==> src/rtl/ahb_pkg.sv <==
// Shared AHB encodings and SPLIT-controller state definitions.
package ahb_pkg;

  localparam int unsigned NUM_MASTERS_DEF = 16;

  typedef enum logic [1:0] {
    HTRANS_IDLE   = 2'b00,
    HTRANS_BUSY   = 2'b01,
    HTRANS_NONSEQ = 2'b10,
    HTRANS_SEQ    = 2'b11
  } htrans_t;

  typedef enum logic [1:0] {
    HRESP_OKAY  = 2'b00,
    HRESP_ERROR = 2'b01,
    HRESP_RETRY = 2'b10,
    HRESP_SPLIT = 2'b11
  } hresp_t;

  typedef enum logic [2:0] {
    ST_IDLE   = 3'd0,
    ST_SPLIT1 = 3'd1,
    ST_SPLIT2 = 3'd2,
    ST_RETRY1 = 3'd3,
    ST_RETRY2 = 3'd4
  } split_state_t;

endpackage

==> src/rtl/ahb_split_fifo.sv <==
// Synchronous FIFO of split master IDs, released in arrival order.
module ahb_split_fifo #(
  parameter int unsigned DEPTH = 16,
  parameter int unsigned W     = 4
) (
  input  logic         clk,
  input  logic         rst,
  input  logic         push,
  input  logic         pop,
  input  logic [W-1:0] din,
  output logic         full,
  output logic         empty,
  output logic [W-1:0] head
);

  localparam int unsigned PTR_W = (DEPTH > 1) ? $clog2(DEPTH) : 1;

  logic [W-1:0]     mem [DEPTH];
  logic [PTR_W-1:0] wr_ptr;
  logic [PTR_W-1:0] rd_ptr;
  logic [PTR_W:0]   count;
  logic             do_push;
  logic             do_pop;

  function automatic logic [PTR_W-1:0] ptr_inc(input logic [PTR_W-1:0] p);
    return (p == PTR_W'(DEPTH - 1)) ? '0 : p + PTR_W'(1);
  endfunction

  assign full    = (count == (PTR_W + 1)'(DEPTH));
  assign empty   = (count == '0);
  assign head    = mem[rd_ptr];
  assign do_push = push && !full;
  assign do_pop  = pop && !empty;

  always_ff @(posedge clk) begin
    if (rst) begin
      wr_ptr <= '0;
      rd_ptr <= '0;
      count  <= '0;
    end else begin
      if (do_push) wr_ptr <= ptr_inc(wr_ptr);
      if (do_pop)  rd_ptr <= ptr_inc(rd_ptr);
      case ({do_push, do_pop})
        2'b10:   count <= count + (PTR_W + 1)'(1);
        2'b01:   count <= count - (PTR_W + 1)'(1);
        default: count <= count;
      endcase
    end
  end

  // Storage needs no reset; only entries between the pointers are ever read.
  always_ff @(posedge clk) begin
    if (do_push) mem[wr_ptr] <= din;
  end

endmodule

==> src/rtl/ahb_split_ctrl.sv <==
// Slave-side SPLIT controller: two-cycle SPLIT/RETRY responses and ordered HSPLIT release.
module ahb_split_ctrl
  import ahb_pkg::*;
#(
  parameter int unsigned NUM_MASTERS = NUM_MASTERS_DEF,
  parameter int unsigned MID_W       = $clog2(NUM_MASTERS)
) (
  input  logic                   HCLK,
  input  logic                   HRESET,
  input  logic                   HSEL,
  input  logic [1:0]             HTRANS,
  input  logic                   HREADY,
  input  logic [MID_W-1:0]       HMASTER,
  input  logic                   HMASTLOCK,
  input  logic                   RES_BUSY,
  output logic                   HREADYOUT,
  output logic [1:0]             HRESP,
  output logic [NUM_MASTERS-1:0] HSPLIT,
  output logic [MID_W:0]         SPLIT_CNT
);

  split_state_t           state;
  split_state_t           state_next;
  hresp_t                 resp_next;
  logic                   ready_next;
  logic [NUM_MASTERS-1:0] mask;
  logic [NUM_MASTERS-1:0] mask_next;
  logic [MID_W:0]         cnt_next;
  logic                   accept;
  logic                   can_accept;
  logic                   push;
  logic                   pop;
  logic                   fifo_full;
  logic                   fifo_empty;
  logic [MID_W-1:0]       head;

  assign accept = HSEL && HREADY &&
                  ((HTRANS == HTRANS_NONSEQ) || (HTRANS == HTRANS_SEQ));
  // First response cycle holds HREADYOUT low, so no new address phase completes there.
  assign can_accept = (state == ST_IDLE) || (state == ST_SPLIT2) || (state == ST_RETRY2);
  assign pop = !RES_BUSY && !fifo_empty;

  always_comb begin
    state_next = state;
    push       = 1'b0;
    ready_next = 1'b1;
    resp_next  = HRESP_OKAY;
    case (state)
      ST_SPLIT1: state_next = ST_SPLIT2;
      ST_RETRY1: state_next = ST_RETRY2;
      default:   state_next = ST_IDLE;
    endcase
    // Locked transfers and already-split masters are answered RETRY, never queued twice.
    if (can_accept && accept && RES_BUSY) begin
      if (!HMASTLOCK && !mask[HMASTER]) begin
        state_next = ST_SPLIT1;
        push       = 1'b1;
      end else begin
        state_next = ST_RETRY1;
      end
    end
    case (state_next)
      ST_SPLIT1: begin ready_next = 1'b0; resp_next = HRESP_SPLIT; end
      ST_SPLIT2: begin ready_next = 1'b1; resp_next = HRESP_SPLIT; end
      ST_RETRY1: begin ready_next = 1'b0; resp_next = HRESP_RETRY; end
      ST_RETRY2: begin ready_next = 1'b1; resp_next = HRESP_RETRY; end
      default:   begin ready_next = 1'b1; resp_next = HRESP_OKAY;  end
    endcase
  end

  always_comb begin
    mask_next = mask;
    if (pop)  mask_next[head]    = 1'b0;
    if (push) mask_next[HMASTER] = 1'b1;
    cnt_next = '0;
    for (int i = 0; i < NUM_MASTERS; i++) begin
      cnt_next = cnt_next + (MID_W + 1)'(mask_next[i]);
    end
  end

  always_ff @(posedge HCLK) begin
    if (HRESET) begin
      state     <= ST_IDLE;
      mask      <= '0;
      HREADYOUT <= 1'b1;
      HRESP     <= HRESP_OKAY;
      HSPLIT    <= '0;
      SPLIT_CNT <= '0;
    end else begin
      state     <= state_next;
      mask      <= mask_next;
      HREADYOUT <= ready_next;
      HRESP     <= resp_next;
      HSPLIT    <= pop ? (NUM_MASTERS'(1) << head) : '0;
      SPLIT_CNT <= cnt_next;
    end
  end

  ahb_split_fifo #(
    .DEPTH (NUM_MASTERS),
    .W     (MID_W)
  ) u_fifo (
    .clk   (HCLK),
    .rst   (HRESET),
    .push  (push),
    .pop   (pop),
    .din   (HMASTER),
    .full  (fifo_full),
    .empty (fifo_empty),
    .head  (head)
  );

  // The mask keeps IDs unique, so the queue can never overflow.
  assert property (@(posedge HCLK) disable iff (HRESET) !(push && fifo_full));

endmodule

==> config.mk <==
export PLATFORM = sky130hd
export DESIGN_NAME = ahb_split_ctrl
export DESIGN_NICKNAME = d
export VERILOG_FILES = /design/src/rtl/ahb_pkg.sv /design/src/rtl/ahb_split_fifo.sv /design/src/rtl/ahb_split_ctrl.sv
export SDC_FILE = /design/constraint.sdc
export NUM_CORES = 1
export LEC_CHECK = 0
export BUFFER_PORTS_ARGS = -buffer_cell sky130_fd_sc_hd__buf_2
export CORE_ASPECT_RATIO = 1.75
export CORE_UTILIZATION = 58
export CTS_CLUSTER_SIZE = 16
export DETAILED_ROUTE_END_ITERATION = 10
export PLACE_DENSITY = 0.77
export SKIP_CTS_REPAIR_TIMING = 1
export SYNTH_ARGS = -nofsm -noshare
export SYNTH_HDL_FRONTEND = slang
export SYNTH_SLANG_ARGS = --single-unit
==> constraint.sdc <==
create_clock -name HCLK -period 6.4 [get_ports HCLK]
set_clock_uncertainty 0.05 [all_clocks]
set_input_delay 0.32 -clock HCLK [delete_from_list [all_inputs] [get_ports HCLK]]
set_output_delay 0.32 -clock HCLK [all_outputs]
set_load 0.03 [all_outputs]
# --- Word-level counts from Yosys, hierarchy flattened ---
# Memory sizes are Yosys's and may differ from the RTL's. A register that Yosys moved wholly into a read port is not among the register bits.
# Index checks and enable logic that the tools add are counted.
# W data, S select, Z words.
totals:
  reg_bits: 56
  ram_bits: 64
  inputBits: 12
  out_inout_bits: 24
  word_cells: 100
  memories: 1
op_classes:
  n_addsub: 19
  magnitude_cmp: 4
  eq_ne: 15
  shifts: 1
  mux: 22
  n_bitwise: 4
  reduce_logical: 25
memory_table:
  columns: ["memory", "depth", "word_bits", "rd", "rd_ports_with_merged_regs", "wr", "line", "text"]
  rows:
  - ["u_fifo.mem", 16, 4, 1, 1, 1, "ahb_split_fifo.sv:18", "logic [W-1:0] mem [DEPTH];"]
ops:
  columns: ["op", "n"]
  rows:
  - ["$add A5 B1 Y5", 11]
  - ["$mux W16", 2]
  - ["$and A16 B16 Y16", 1]
  - ["$mux W4", 4]
  - ["$not A16 Y16", 1]
  - ["$or A16 B16 Y16", 1]
  - ["$shl A1 B4 Y16 const A", 1]
  - ["$eq A3 B2 Y1 const B", 4]
  - ["$logic_and A1 B1 Y1", 10]
  - ["$lt A4 B5 Y1 const B", 2]
  - ["$pmux W5 S2", 1]
  - ["$add A4 B1 Y4 const B", 2]
  - ["$demux W1 S4", 2]
  - ["$eq A4 B4 Y1 const B", 2]
  - ["$ge A4 B1 Y1 const B", 2]
  - ["$mux W1", 8]
  - ["$reduce_or A2 Y1", 4]
  - ["$eq A2 B2 Y1 const B", 3]
  - ["$eq A3 B1 Y1 const B", 2]
  - ["$eq A3 B3 Y1 const B", 2]
  - ["$pmux W3 S2", 1]
  - ["$add A4 B1 Y5", 1]
  - ["$add A5 B1 Y5 const B", 1]
  - ["$eq A5 B5 Y1 const B", 1]
  - ["other kinds (15)", 21]

# --- Logic depth before layout (Yosys ltp) ---
# Gate-level depths: netlist of run 1.
depth:
  depth_word: 24
  ltp_mapped: 20
  ltp_nobuf: 17

# --- Hierarchy ---
# Synthesis of run 1 repeated with hierarchy kept, for this count alone.
unflattened:
  hier_cells: 481
  area_unflattened_um2: 5858.1
modules_own_cells:
  columns: ["mod", "instances", "cells_each", "area_each_um2", "seq_area_each_um2"]
  rows:
  - ["ahb_split_fifo", 1, 205, 3404.5, 2262.2]
  - ["ahb_split_ctrl", 1, 276, 2453.6, 860.8]

# --- Worst setup path before layout of run 1 ---
# OpenSTA, ideal clock, no wires.
synth_path:
  path_kind: "reg2reg"
  start: "register (tool-made name)"
  end: "register SPLIT_CNT[4]"
  setup_time_ps: 131
  arrival_time_ps: 5073
  required_ps: 6219
  path_slack_ps: 1145
  stages_incl_launch_ff: 18
  n_path_buf: 2
  synth_period_minus_slack_ps: 5255
  cell_sequence: "dfxtp_1 -> buf_2 -> buf_4 -> mux4_2 -> a22oi_1 -> nand3_1 -> nor3_1 -> a21oi_1 -> fa_1 -> fa_1 -> fa_1 -> inv_1 -> fa_1 -> inv_1 -> ha_1 -> fa_1 -> a21oi_1 -> nor3b_1"
synth_rtl:
  columns: ["item", "line", "text"]
  rows:
  - ["end signal, assigned", "ahb_split_ctrl.sv:95", "SPLIT_CNT <= cnt_next;"]
  - ["end, declared", "ahb_split_ctrl.sv:19", "output logic [MID_W:0] SPLIT_CNT"]

==> results.md, run 1 <==
- Drt first pass iters: 6
- Seq cells post-synth: 124
- Finish-stage setup viols: 0
- Power Dens Cells: 289 nW/um^2
- Die Area: 9850 sq um
- Number of flops mapped to enable cells by yosys: between 60 and 70
- CP Capture Type: flop
- CP startpoint kind: flop
- Worst VDD drop: 0.271 mV
- Worst Reg2Reg Path Length in Cells: 15
- Clock-pin slew on the worst setup and hold paths: around 0.05 ns
- Nets: 514
- Post-synthesis adder-cell area fraction: 7.22%
- Setup tns final: 0 ns
- Worst hold path class: in2reg
- Fin crit share: approximately nine tenths
- Vias in the first global route: 3772
- Synth unique cells: 50
- Crit path time final: roughly 5.7 ns
- Die height: approximately 130 um
- Final setup margin: 0.668 ns
- Worst Hold End: HRESP[0]
- Slowest-stage cell, CP: nor2b_1
- Mapped Cells: 438
- Combinational fraction of design power: ~4.7%
- Final Max Slew Viols: 0
- Worst hold path cell count: 3
- Post-synthesis xor/xnor area fraction: 0.799%
- Critical Path Max Stage Delay: between 0.6 and 0.7 ns
- Via count: approximately 3600
- Top FF cell, synth: edfxtp_1
- Required @ worst endpoint: 6.61 ns
- Worst Tran Pin Value: approximately 0.8 ns
- Area grow syn2layout: 15.3%
- Post-synthesis simple-gate area fraction: between 10 and 15%
- Worst Path Max Fanout: 11
- Commonest non-fill, non-tap cell in the layout: edfxtp_1
- Syn Area/Cell: around 13 sq um
- Routability Congestion: approximately 0.82
- # diodes: 0
- Setup CP Type: reg2reg
- Sequential Power Share: around 46%
- Crit path buf inv count: 2
- Clock Power Share: between 40 and 50%
- Area of the multi-input gates: ~2100 sq um
- Flop-to-flop setup slack: 0.67 ns
- R2R Path End: SPLIT_CNT[4]
- CP dominant cell by count: fa_1
- Mux share of post-synthesis cell area: 8.97%
- Max-cap violation count: 0
- Slew margin rel.: 46.6%
- Initial detailed-routing violation count: 291
- Cell Rows: 46
- Detailed Place HPWL: approximately 8.3 mm
- Sequential Area: 3120 sq um
- WL/cell: 18.9 um
- # fillers: between 600 and 700
- Tot GR Track Use: between 20% and 30%
- Net Sw Frac: 21.2%
- Die W: about 75 um
- Vias/cell: 5.94
- CTS root buffer: clkbuf_16
- Synthesis Warnings: 0
- Clock Tree Buf Depth: 2
- Final hold vios: 0
- Mapped Area: 5480 sq um
- Status: completed
- Grt ovf: 0
- Crit path cell chain: mux4_2 > a22oi_1 > nand3_1 > nor2b_1 > a21oi_1 > fa_1 > fa_1 > fa_1 > inv_1 > fa_1 > inv_1 > ha_1 > fa_1 > a21oi_1 > nor3b_1
- Post-synth ARST share: 0%
- Drt total wl: approximately 12 mm
- Initial antenna violation count: 0
- Finished Core Util: 69.5%
- Largest family of logic cells by synthesized area: simple AND/OR/NAND/NOR gates
- Starting Density: between 60% and 70%
- Clk Latency, worst-skew pair: around 0.41 ns
- Cell family with most CP delay: adder cells
- Worst slack, placed: 0.724 ns
- P_int: 1440 uW
- LEAKAGE: ~0.0024 uW
- Largest net degree at the start of global routing: 37
- HP Start: RES_BUSY
- RSZ-0062 raised after global routing: false
- Clk sink count: roughly 120
- Max Clk Rate: approximately 170 MHz
- Max H-tree Level: 4
- IO Count: 36
- Port Buffers: 34
- Syn nets: roughly 480
- Compound-Gate Fraction of Synth Area: about 9.9%
- Seq/Total Area, Yosys: a little under three fifths
- First-pass GRT wire length: 18.5 mm
- CTS Buf Count: 17
- WP data arrival: 5.95 ns
- TritonCTS clock tree: built
- Share of cells above drive strength 1: 19.6%
- Post-DRT Antenna Nets: 0
- Core area: 9090 sq um
- DRC: 0
- Most frequent cells in the layout: edfxtp_1 (64), dfxtp_1 (60), nor2_1 (36), a21oi_1 (36), buf_2 (34)
- Net Sw Power: roughly 390 uW
==> cells in the mapped netlist (2+ instances only) <==
cell type,number,share of area [%]
edfxtp_1,64,35
dfxtp_1,60,22
a21oi_1,36,3.3
nor2_1,36,2.5
inv_1,25,1.7
nand2_1,21,1.4
mux4_2,20,8.2
a211oi_1,15,2.1
and3_1,14,1.6
ha_1,14,3.2
nor3_1,13,1.2
clkbuf_1,11,0.75
fa_1,11,4.0
nor2b_1,11,1.3
nand3_1,8,0.73
buf_2,7,0.64
a21o_1,6,0.82
a31oi_1,6,0.69
nor3b_1,4,0.55
o21ai_0,4,0.37
and2_1,3,0.34
and4_1,3,0.48
mux2i_1,3,0.55
nand2b_1,3,0.34
nor4_1,3,0.34
o21a_1,3,0.41
xor2_1,3,0.48
a22oi_1,2,0.27
buf_1,2,0.14
buf_6,2,0.41
nand3b_1,2,0.27
nand4_1,2,0.23
nand4b_1,2,0.32
o2bb2ai_1,2,0.32
xnor2_1,2,0.32
==> power by group through the flow <==
stage / clock, uW / combinational (uW) / sequential [uW]
floorplan: 0 / 55.9 / 861
global placement: 0 / 82.6 / 860
detailed placement: 0 / 85.1 / 860
CTS: 904 / 85.7 / 844
global route: 935 / 94.5 / 844
finish: 894 / 85.5 / 844
==> final cells by class <==
cell class	instances	area share (%)
inverters	25	1.49
flip-flops and latches	124	49.4
multi-input cells	266	34.0
repair buffers	43	3.76
well taps	120	2.38
clock buffers	26	8.42
clock inverters	6	0.495
==> metrics by stage <==
stage	std cells	hold WS (ns)	instance area, sq um	power (uW)
global placement	578	0.430	5750	943
floorplan	438	0.369	5480	916
global route	610	0.273	6320	1870
finish	610	0.263	6320	1820
detailed placement	578	0.439	5750	946
CTS	610	0.247	6320	1830
==> registers in the layout, summed over array words and instances, names as in the netlist, named ones only <==
signal,count
u_fifo.rd_ptr,4
HREADYOUT,1
SPLIT_CNT,5
mask,16
state,3
u_fifo.count,5
u_fifo.wr_ptr,4
HSPLIT,16
HRESP,2
u_fifo.mem,64
==> logic make-up (layout without fill, tap and decap cells) <==
family,after synthesis,count (layout)
and+or+nand+nor,130,130
AOI/OAI and AO/OA,82,82
adders and majority gates,25,25
DFF,124,124
xor gates and xnor gates,5,5
muxes,24,24
buffers and inverters,48,100
==> worst max-delay path by stage <==
stage	slack (ns)	depth (start not counted)	to
after floorplan	1.15	17	SPLIT_CNT[4]
after global placement	0.82	15	SPLIT_CNT[2]
after detailed placement	0.72	15	SPLIT_CNT[4]
after CTS	0.69	15	SPLIT_CNT[4]
after global routing	0.45	16	SPLIT_CNT[4]
final	0.67	15	SPLIT_CNT[4]
==> worst reg2reg max path, delay by kind of cell (launching register included) <==
kind	cells	cell delay, ns
AO/OA/AOI/OAI	3	0.74
adder cells (fa/ha/maj)	6	2.74
buffers and inverters	2	0.10
flip-flops	1	0.47
multiplexers	1	0.54
AND/OR/NAND/NOR	3	0.94
==> routing by layer <==
| layer | wire, um | up-vias | track usage [%] |
|---|---|---|---|
| met5 | 0 | - | 0 |
| met4 | 607 | 0 | 19.1 |
| met3 | 427 | 39 | 6.60 |
| met2 | 6400 | 120 | 45.8 |
| met1 | 4070 | 1768 | 27.8 |
| li1 | - | 1695 | - |
No activity file was read; power rests on OpenSTA's default activity.
==> run 2, diff against run 1 <==
--- a/config.mk
+++ b/config.mk
@@ -5,7 +5,7 @@
 export SDC_FILE = /design/constraint.sdc
 export NUM_CORES = 1
 export LEC_CHECK = 0
-export BUFFER_PORTS_ARGS = -buffer_cell sky130_fd_sc_hd__buf_2
+export BUFFER_PORTS_ARGS = -buffer_cell sky130_fd_sc_hd__buf_4
 export CORE_ASPECT_RATIO = 1.75
 export CORE_UTILIZATION = 58
 export CTS_CLUSTER_SIZE = 16
==> results.md, run 2 (same netlist as run 1, synthesis figures left out) <==
- Max H-tree Level: 4 (unchanged)
- Metal-1 WL: 4.16 mm (+2.1%)
- CP startpoint kind: flop
- Placed insts: 577 (-0.17%)
- Clock Tree Buf Depth: 2 (unchanged)
- Commonest non-fill, non-tap cell in the layout: edfxtp_1
- Most frequent cells in the layout: edfxtp_1 (64), dfxtp_1 (60), buf_4 (42)
- Met2 wire length: 6.55 mm (+2.3%)
- Worst hold path class: in2reg
- Worst Tran Pin Value: 0.871 ns (+0.0722 ns)
- # diodes: 0 (unchanged)
- # fillers: 677 (-2.9%)
- LEAKAGE: 0.00241 uW (+0.75%)
- Cell Rows: 46 (unchanged)
- Core area: 9090 sq um (unchanged)
- Largest net degree at the start of global routing: 37 (unchanged)
- Die Area: 9850 sq um (unchanged)
- Cell family with most CP delay: adder cells
- IO Count: 36 (unchanged)
- Clk Latency, worst-skew pair: 0.42 ns (about the same)
- Status: completed
- First-pass GRT wire length: 18.5 mm (about the same)
- Setup tns final: 0 ns (unchanged)
- Top Layer Used: met4
- Drt total wl: 11.7 mm (+1.8%)
- Fin crit share: 90.3% (+0.75 points)
- CP Capture Type: flop
- Worst Path Max Fanout: 11 (unchanged)
- Required @ worst endpoint: 6.64 ns (+0.03 ns)
- Slowest-stage cell, CP: nor2b_1
- Post-DRT Antenna Nets: 0 (unchanged)
- Max-cap violation count: 0 (unchanged)
- Port Buffers: 34 (unchanged)
- Tot GR Track Use: 26.6% (-0.15 points)
- Clk sink count: 124 (unchanged)
- Slew margin rel.: 41.8% (-4.8 points)
- TritonCTS clock tree: built
- Nets: 513 (-0.19%)
- Critical Path Max Stage Delay: 0.71 ns (+0.04 ns)
- Crit path time final: 5.78 ns (+0.0481 ns)
- Die W: 75.5 um (unchanged)
- Routability Congestion: 0.865 (+5.0%)
- Vias/cell: 5.93 (about the same)
- RSZ-0062 raised after global routing: false
- Starting Density: 60.3% (unchanged)
- Power Dens Cells: 295 nW/um^2 (+2.1%)
- Final hold vios: 0 (unchanged)
- Setup CP Type: reg2reg
- Share of cells above drive strength 1: 20.0% (+0.45 points)
- CTS root buffer: clkbuf_16
- Drt first pass iters: 4 (-2)
- Detailed Place HPWL: 8.34 mm (+0.50%)
- Grt ovf: 0 (unchanged)
- Vias in the first global route: 3804 (+0.85%)
- Initial detailed-routing violation count: 158 (-46%)
- CP dominant cell by count: fa_1
- Crit path cell chain: mux4_2 > a22oi_1 > nand3_1 > nor2b_1 > a21oi_1 > fa_1 > fa_1 > fa_1 > inv_1 > fa_1 > inv_1 > ha_1 > fa_1 > xnor2_1 > nor2_1
- Biggest regs: u_fifo.mem: 64 flops, HSPLIT: 16 flops, mask: 16 flops
- Finished Core Util: 71.0% (+1.5 points)
- WL met3: 426 um (-0.23%)
- Area grow syn2layout: 17.8%
- Number of flip-flops in the largest register: 64 (unchanged)
- Max Clk Rate: 173 MHz (-0.83%)
- Die height: 131 um (unchanged)
- Finish-stage setup viols: 0 (unchanged)
- Crit path buf inv count: 2 (unchanged)
- Non-Filler Instances: 609 (-0.16%)
- Final Max Slew Viols: 0 (unchanged)
- WP data arrival: 6.02 ns (+0.07 ns)
- Worst VDD drop: 0.221 mV (-19%)
- Reg with most FFs: u_fifo.mem
- Clock-pin slew on the worst setup and hold paths: 0.06 ns (about the same)
- CTS Buf Count: 17 (unchanged)
- Via count: 3614 (-0.22%)
- WL/cell: 19.2 um (+1.9%)
- Initial antenna violation count: 0 (unchanged)
- DRC: 0 (unchanged)
[run 2: cell count changes in the layout (fill, tap and decap cells not counted), sizes merged]
| cell | previous run | this run |
|---|---|---|
| buf | 43 | 42 |
| bufinv | 0 | 1 |
| clkbuf | 26 | 24 |
| clkinv | 5 | 4 |
| clkinvlp | 0 | 3 |
| inv | 26 | 25 |
[run 2: final timing paths]
| kind | start | slack (ns) | end | cells past startpoint |
|---|---|---|---|---|
| setup / recovery | flop | 0.62 | SPLIT_CNT[2] | 15 |
| hold / removal | HMASTER[3] | 0.24 | u_fifo.mem[5][3] | 1 |
| setup reg to reg | flop | 0.62 | SPLIT_CNT[2] | 15 |
| hold reg to reg | u_fifo.count[4] | 0.45 | u_fifo.count[4] | 2 |
[run 2: layer usage]
metal  vias up  global-route usage [%]
met5         -                       0
met4         0                    17.4
met1      1797                    26.9
li1       1695                       -
met3        38                    7.29
met2        84                    46.5
[run 2: cell type report]
class / instances / area [sq um] / area share [%]
inverters: 25 / 93.8 / 1.45
clock inverters: 8 / 76.3 / 1.18
flip-flops and latches: 124 / 3120 / 48.4
multi-input cells: 266 / 2150 / 33.3
repair buffers: 42 / 315 / 4.89
clock buffers: 24 / 546 / 8.45
well taps: 120 / 150 / 2.33
[run 2: per-stage QoR]
step / hold slack, ns / instance area (sq um) / total power, uW / worst slack, ns
finish: 0.240 / 6450 / 1900 / 0.620
global route: 0.236 / 6450 / 1950 / 0.303
CTS: 0.228 / 6450 / 1910 / 0.579
detailed placement: 0.440 / 5830 / 947 / 0.627
global placement: 0.423 / 5830 / 944 / 0.691
floorplan: 0.369 / 5480 / 916 / 1.15
[run 2: report_power, final]
| group | internal, uW | switching, uW | leakage, uW |
|---|---|---|---|
| clock | 633 | 339 | 0.000300 |
| combinational | 31.8 | 55.5 | 0.00105 |
| sequential | 840 | 4.79 | 0.00106 |
